### src/rtl/muxn_bist.sv
// muxn_bist: registered N-way (N = 2**SELW), WIDTH-bit multiplexer with a
// built-in self-test sequencer.
//
// Ports:
//   clk         rising-edge clock
//   reset       asynchronous, active-high reset
//   din         N lanes, lane i = din[i*WIDTH +: WIDTH]
//   sel         lane select (normal mode)
//   en          output register enable (normal mode)
//   fault_inj   inverts dout bit 0 at the register input (all modes)
//   bist_start  starts a self-test when sampled high in IDLE or DONE
//   dout        registered mux output
//   bist_busy   high while the self-test runs (RUN, DRAIN)
//   bist_done   high once the self-test finished (DONE)
//   bist_pass   high in DONE when no mismatch was seen
//   err_cnt     mismatch count, saturating at 255
//
// The self-test sweeps 2N steps. Step k selects lane k>>1 and drives it with
// the alternating pattern A (polarity k[0] picks A or ~A); every other lane
// carries the opposite pattern, so a wrong select always shows up as a
// mismatch. Each registered result is compared one cycle later against the
// expected value captured alongside it.
module muxn_bist #(
   parameter int WIDTH = 4,
   parameter int SELW  = 2
) (
   input  logic                        clk,
   input  logic                        reset,
   input  logic [(2**SELW)*WIDTH-1:0]  din,
   input  logic [SELW-1:0]             sel,
   input  logic                        en,
   input  logic                        fault_inj,
   input  logic                        bist_start,
   output logic [WIDTH-1:0]            dout,
   output logic                        bist_busy,
   output logic                        bist_done,
   output logic                        bist_pass,
   output logic [7:0]                  err_cnt
);

   localparam int N = 2**SELW;

   typedef enum logic [1:0] {IDLE, RUN, DRAIN, DONE} state_t;

   state_t                 state, state_nxt;
   logic [SELW:0]          step;
   logic [WIDTH-1:0]       exp_q;

   logic [WIDTH-1:0]       pat_a;
   logic [SELW-1:0]        step_lane;
   logic [WIDTH-1:0]       step_pat;
   logic [N*WIDTH-1:0]     stim;
   logic [N*WIDTH-1:0]     mux_src;
   logic [SELW-1:0]        mux_sel;
   logic [WIDTH-1:0]       mux_out;
   logic [WIDTH-1:0]       d_next;
   logic                   last_step;
   logic                   mismatch;
   logic                   normal;

   // Alternating pattern 1010..., LSB = 0
   for (genvar g = 0; g < WIDTH; g++) begin : g_pat
      assign pat_a[g] = 1'(g % 2);
   end

   assign step_lane = step[SELW:1];
   assign step_pat  = step[0] ? ~pat_a : pat_a;

   for (genvar l = 0; l < N; l++) begin : g_stim
      assign stim[l*WIDTH +: WIDTH] = (step_lane == SELW'(l)) ? step_pat : ~step_pat;
   end

   // One shared mux: internal stimulus while running, external lanes otherwise
   assign mux_src   = (state == RUN) ? stim : din;
   assign mux_sel   = (state == RUN) ? step_lane : sel;
   assign mux_out   = mux_src[mux_sel*WIDTH +: WIDTH];
   assign d_next    = mux_out ^ WIDTH'(fault_inj);

   assign normal    = (state == IDLE) || (state == DONE);
   assign last_step = (step == (SELW+1)'(2*N-1));
   assign mismatch  = (dout != exp_q);

   assign bist_busy = (state == RUN) || (state == DRAIN);
   assign bist_done = (state == DONE);
   assign bist_pass = (state == DONE) && (err_cnt == 8'd0);

   always_ff @(posedge clk or posedge reset) begin
      if (reset) state <= IDLE;
      else       state <= state_nxt;
   end

   always_comb begin
      state_nxt = state;
      case (state)
         IDLE, DONE: if (bist_start) state_nxt = RUN;
         RUN:        if (last_step)  state_nxt = DRAIN;
         DRAIN:                      state_nxt = DONE;
         default:                    state_nxt = IDLE;
      endcase
   end

   always_ff @(posedge clk or posedge reset) begin
      if (reset) begin
         dout    <= '0;
         exp_q   <= '0;
         step    <= '0;
         err_cnt <= '0;
      end else if (normal) begin
         // A start takes priority over en: dout is left alone here and
         // step 0 is loaded on the first RUN edge.
         if (bist_start) begin
            step    <= '0;
            err_cnt <= '0;
         end else if (en) begin
            dout <= d_next;
         end
      end else if (state == RUN) begin
         dout  <= d_next;
         exp_q <= step_pat;
         step  <= step + 1'b1;
         // On step 0 dout still holds pre-test data; nothing to compare yet
         if (step != '0 && mismatch && err_cnt != 8'hFF)
            err_cnt <= err_cnt + 8'd1;
      end else begin
         // DRAIN: compare the final step
         if (mismatch && err_cnt != 8'hFF)
            err_cnt <= err_cnt + 8'd1;
      end
   end

endmodule

### config.mk
export PLATFORM = sky130hd
export DESIGN_NAME = muxn_bist
export DESIGN_NICKNAME = d
export VERILOG_FILES = /design/src/rtl/muxn_bist.sv
export SDC_FILE = /design/constraint.sdc
export NUM_CORES = 1
export LEC_CHECK = 0
export ABC_AREA = 0
export CAP_MARGIN = 20
export CORE_ASPECT_RATIO = 0.8
export CORE_MARGIN = 8
export CORE_UTILIZATION = 46
export CTS_BUF_LIST = sky130_fd_sc_hd__clkbuf_8 sky130_fd_sc_hd__clkbuf_16
export CTS_CLUSTER_SIZE = 8
export DETAILED_ROUTE_END_ITERATION = 16
export PLACE_DENSITY = 0.82
export SLEW_MARGIN = 20
export SYNTH_ARGS = -nofsm -noshare
export SYNTH_HDL_FRONTEND = slang
export SYNTH_SLANG_ARGS = --single-unit
### constraint.sdc
create_clock -name clk -period 2.5 [get_ports clk]
set_input_delay 0.5 -clock clk [delete_from_list [all_inputs] [get_ports clk]]
set_output_delay 0.5 -clock clk [all_outputs]
set_load 0.005 [all_outputs]
# Word level (Yosys, flattened, before mapping)
# Index checks and enable logic that the tools add are counted.
# op_classes
addsub	2
eq_ne	15
n_shift	1
mux	22
bitwise_logic	3
n_reduce_logical	18
# ops
cell	n
8-bit 2-to-1 mux	5
4-bit 2-to-1 mux	9
16-bit 2-to-1 mux	1
16-bit by 5-bit variable part select with 4-bit output	1
2-bit inequality test (second input constant)	5
3-bit 2-to-1 mux	3
8-bit by 1-bit adder with 8-bit output (second input constant)	1
2-bit equality test (second input constant)	4
8-bit logical NOT	1
8-bit inequality test (second input constant)	1
2-bit 2-to-1 mux	3
2-bit one-hot mux with 3 select lines	1
2-bit AND reduction	3
3-bit AND reduction	2
3-bit nonzero test	2
2-bit by 1-bit equality test with 1-bit output (second input constant)	2
1-bit logical AND	4
2-bit logical NOT	2
4-bit inequality test	1
4-bit inverter	1
4-bit by 1-bit XOR with 4-bit output	1
3-bit by 1-bit adder with 3-bit output (second input constant)	1
3-bit equality test (second input constant)	1
3-bit by 2-bit inequality test with 1-bit output (second input constant)	1
4 further kinds	5
# word_totals
ff_bits	21
input_bits	23
wordCells	66

# Depth between registers and ports, before layout
# Gate-level depths: netlist of run 1.
# depth
ltp_word	9
depth_mapped	7

# Worst setup path after synthesis of run 1
# Ideal clock, no wire load.
# synth_path
kind	register to register
start	reg state[0]
end	reg err_cnt[7]
setup_ns	0.120
arrival_ns	1.911
setup_slack_ns	0.469
stages_incl_launch_ff	8
path_buffers	1
period_less_slack_ns	2.031
cell_sequence	dfrtp_1 inv_1 ha_1 nor2b_1 buf_2 o41a_1 o31a_2 a31o_2
# synth_via
elab_chain_len	4
elab_cells_between_ends	10
# synth_lines
item	line_no	rtl
start: declaration	45	state_t state, state_nxt;
start signal: assignment	89	else state <= state_nxt;
2-bit equality test / 2-bit logical NOT (equally long branches)	79	assign normal = (state == IDLE) || (state == DONE);
1-bit logical OR	79	
3-bit by 2-bit inequality test with 1-bit output (no line) (tied with other cells)	-	
3-bit AND reduction (no line)	-	
end signal: assignment	123	err_cnt <= err_cnt + 8'd1;
end signal: assignment	127	err_cnt <= err_cnt + 8'd1;
end: declaration	38	output logic [7:0] err_cnt
# Parallel ways exist; a longest one is shown, timed or not.
# A chain may end at the register's enable or synchronous reset.

# Worst setup path after layout of run 1
# layout_path
start	reg state[0]
end	out bist_busy
# layout_via
elab_chain_len	2
elab_cells_between_ends	3
# layout_lines
item	line_no	rtl
2-bit by 1-bit equality test with 1-bit output / 2-bit equality test (equally long branches)	83	assign bist_busy = (state == RUN) || (state == DRAIN);
1-bit logical OR (*)	83	
end: declaration	35	output logic bist_busy,
# Mark *: on every way between the ends. The rest lies on a longest branch, timed or not.

==> metrics.yaml, run 1 <==
status:
  status: "complete, no violations"
clocking:
  clk_path_buf_depth: 2
  htreeDepth: 1
  cts_setup_buffers: 0
  insertion_delay_ns: 0.26
  numCtsBuffers: 3
  cts_sinks: 19
  cts_root_buffer: "clkbuf_8"
  cts_tree: "yes"
  clk_pin_slew_ns: 0.07
worst_setup_path:
  critical-path-max-stage-delay_ns: 0.48
  worst_r2r_endpoint: "err_cnt[7]$_DFFE_PP0P_"
  required_ns: 2.00
  arrival_ns: 1.79
  critPathTopFamily: "buffers and inverters"
  crit_type: "flop to output pin"
  start_kind: "flop"
  rrSetupSlack_ns: 0.27
  reg2reg_depth: 6
  path_buf_inv: 3
  r2r_start: "state[0]$_DFFE_PP0P_"
  end_kind: "output pin"
  path_max_fanout: 9
  cp_cell_sequence: "inv_1 > ha_1 > clkinv_1 > clkdlybuf4s50_1"
  slowest_stage: "clkdlybuf4s50_1"
synth:
  yosys_warnings: 0
  synth_nets: 159
  ys_ff_latch: 19
  seq_area_frac_synth_pct: 36.54
  synthArstFlopShare_pct: 100.0
  synth_edf_count: 0
  synth_area_mm2: 0.001301
  synth-main-ff-cell: "dfrtp_1"
  synthCells: 127
  syn_avg_cell_area_um2: 10.25
  synthDistinctLibCells: 39
finish:
  final_util_pct: 65.72
  antenna_cells: 0
  syn2layout_area_growth_pct: 37.50
  drive_gt1_share_pct: 15.98
  fin_nets: 202
floorplanning:
  io_pins: 38
  die_area_mm2: 0.004797
  rows: 17
  initial_core_util_pct: 47.79
  die_y_um: 63.57
  coreArea_mm2: 0.002723
  die_x_um: 75.47
pwr:
  leakagePower_nw: 0.8063
  p_per_area_mw_per_mm2: 1058
  peakVddDrop_v: 0.0007065
min_path:
  min_to: "exp_q[2]$_DFFE_PP0P_"
  whs_path_depth: 1
  hold_start: "exp_q[2]$_DFFE_PP0P_"
  hold_class: "flop to flop"
sta:
  max_freq_mhz: 436.3
  grt_setup_unrepaired: "false"
  max_slew_margin_pct: 50.88
  clock-skew-final_ns: 0.003423
  period_share_pct: 91.68
  fin_crit_ns: 2.292
  setup_violations: 0
  slew_viol_final: 0
  tightest_slew_ns: 0.7361
  hold_viol_final: 0
  whs_ns: 0.5285
  finalSetupTns_ns: 0
global_routing:
  grt_usage_pct: 15.33
  grt_max_degree: 20
  globalRouteMet3Util_pct: 3.476
  grt-busiest-layer: "met2"
  antenna_found_initial: 0
  grt_pass1_vias: 1146
  grt_first_pass_wirelength_um: 5796
  met1_usage_pct: 19.98
  grt.overflow.total: 0
  use_met2_pct: 25.30
drt:
  drt_first_pass_iters: 4
  drtAntennaViolNets: 0
  viasPerCell: 5.604
  avgRoutedWirePerCell_um: 16.30
  drt_wl_total_um: 3375
  drc: 0
  drt_iter0_drc: 112
  num_vias: 1160
job:
  drv_cap: 0
place:
  port_buffers: 37
  hpwlAfterDp_um: 2778
  place_congestion: 0.8672
## kinds of logic after synthesis
| kind of cell | count (synthesis) | synth area share (%) |
|---|---|---|
| muxes | 11 | 12.40 |
| AOI/OAI and AO/OA | 29 | 19.04 |
| buffers and inverters | 12 | 4.134 |
| adders and majority gates | 9 | 8.654 |
| xor gates and xnor gates | 2 | 1.346 |
| DFF | 19 | 36.54 |
| and+or+nand+nor | 45 | 17.88 |
## synthesized netlist by cell type, types with 2 or more instances
library cell,instances,area [um2]
dfrtp_1,19,475.5
nand2_1,15,56.30
ha_1,9,112.6
inv_1,7,26.28
o21ai_0,7,35.03
mux2i_1,6,60.06
nand3_1,5,25.02
nor2_1,5,18.77
a21oi_1,4,20.02
mux4_2,4,90.09
nor2b_1,4,25.02
nor4_1,4,25.02
or3_1,3,18.77
a31o_2,2,17.52
buf_1,2,7.510
nand3b_1,2,15.01
nor2_2,2,12.51
o22ai_1,2,12.51
o31a_2,2,20.02
o31ai_1,2,15.01
o41ai_1,2,17.52
xor2_1,2,17.52
## metal layers
| layer | routed length (um) | vias to the layer above |
|---|---|---|
| met5 | 0 | - |
| met4 | 18 | 0 |
| met3 | 115 | 4 |
| met2 | 1799 | 19 |
| met1 | 1442 | 578 |
| li1 | - | 559 |
## worst register-to-register path: cells and delay by family (launching register included)
kind,cells,cell delay (ns)
flops,1,0.42
compound gates,3,0.94
fa+ha+maj,1,0.41
buf+inv,1,0.07
simple gates,1,0.28
## flip-flops by register name (all words and copies together) (netlist names)
| name | flops |
|---|---|
| step | 3 |
| exp_q | 2 |
| state | 2 |
| err_cnt | 8 |
| dout | 4 |
## area by class of cell
type | instances | area [um2]
Fill cell | 221 | 933.4
Multi-Input combinational cell | 96 | 778.2
Sequential cell | 19 | 476.7
Timing Repair Buffer | 42 | 410.4
Tap cell | 38 | 47.55
Clock buffer | 3 | 41.29
Inverter | 8 | 30.03
Clock inverter | 1 | 5.005
## power breakdown
| part | internal [mW] | switching (mW) |
|---|---|---|
| logic | 0.556 | 0.572 |
| clock network | 0.111 | 0.104 |
| registers | 0.419 | 0.132 |
## cell usage in the layout, fill, tap and decap left out, drive strengths merged, types with 2 or more instances in the layout
cell type / Yosys / layout
o22ai: 2 / 2
nand2: 15 / 15
o41ai: 3 / 3
or3: 4 / 4
o31ai: 2 / 2
a21oi: 4 / 4
inv: 7 / 7
mux2i: 6 / 6
o31a: 3 / 3
mux4: 4 / 4
buf: 4 / 5
a31o: 2 / 2
clkdlybuf4s50: 0 / 36
nor2: 7 / 7
nand3: 5 / 5
xor2: 2 / 2
nand3b: 2 / 2
nor4: 4 / 4
o21ai: 7 / 7
clkinv: 1 / 2
dfrtp: 19 / 19
ha: 9 / 9
clkbuf: 0 / 3
nor2b: 4 / 4
## worst max path at each step
stage | cells past startpoint | from | end
2_1_floorplan | 7 | state[0]$_DFFE_PP0P_ | err_cnt[7]$_DFFE_PP0P_
3_3_place_gp | 5 | sel[0] | dout[0]$_DFFE_PP0P_
3_5_place_dp | 5 | sel[0] | dout[0]$_DFFE_PP0P_
4_1_cts | 3 | err_cnt[2]$_DFFE_PP0P_ | bist_pass
5_1_grt | 6 | state[0]$_DFFE_PP0P_ | dout[1]$_DFFE_PP0P_
6_report | 4 | state[0]$_DFFE_PP0P_ | bist_busy
## metrics by stage
| step | total power, mW | setup WS, ns | cells | area, um2 |
|---|---|---|---|---|
| finish | 1.894 | 0.2079 | 207 | 1789 |
| global route | 2.048 | 0.05118 | 207 | 1789 |
| CTS | 1.908 | 0.04147 | 207 | 1785 |
| detailed placement | 1.680 | 0.2826 | 203 | 1733 |
| global placement | 1.636 | 0.3335 | 203 | 1733 |
| floorplan | 1.226 | 0.4687 | 127 | 1301 |
## what timing repair did
action / 4_1_cts / 5_1_grt
gates resized for setup: 1 / 2
setup endpoints to repair: 1 / 1
hold buffers: 0 / 0
Note: power is estimated with default switching activity, not from simulation.
==> run 2, diff against run 1 <==
--- a/config.mk
+++ b/config.mk
@@ -13,8 +13,8 @@
 export CTS_BUF_LIST = sky130_fd_sc_hd__clkbuf_8 sky130_fd_sc_hd__clkbuf_16
 export CTS_CLUSTER_SIZE = 8
 export DETAILED_ROUTE_END_ITERATION = 16
+export GPL_TIMING_DRIVEN = 1
 export PLACE_DENSITY = 0.82
-export SLEW_MARGIN = 20
 export SYNTH_ARGS = -nofsm -noshare
 export SYNTH_HDL_FRONTEND = slang
 export SYNTH_SLANG_ARGS = --single-unit
==> results of run 2 <==
The final DEF is identical to that of run 1; final timing and power are the same.
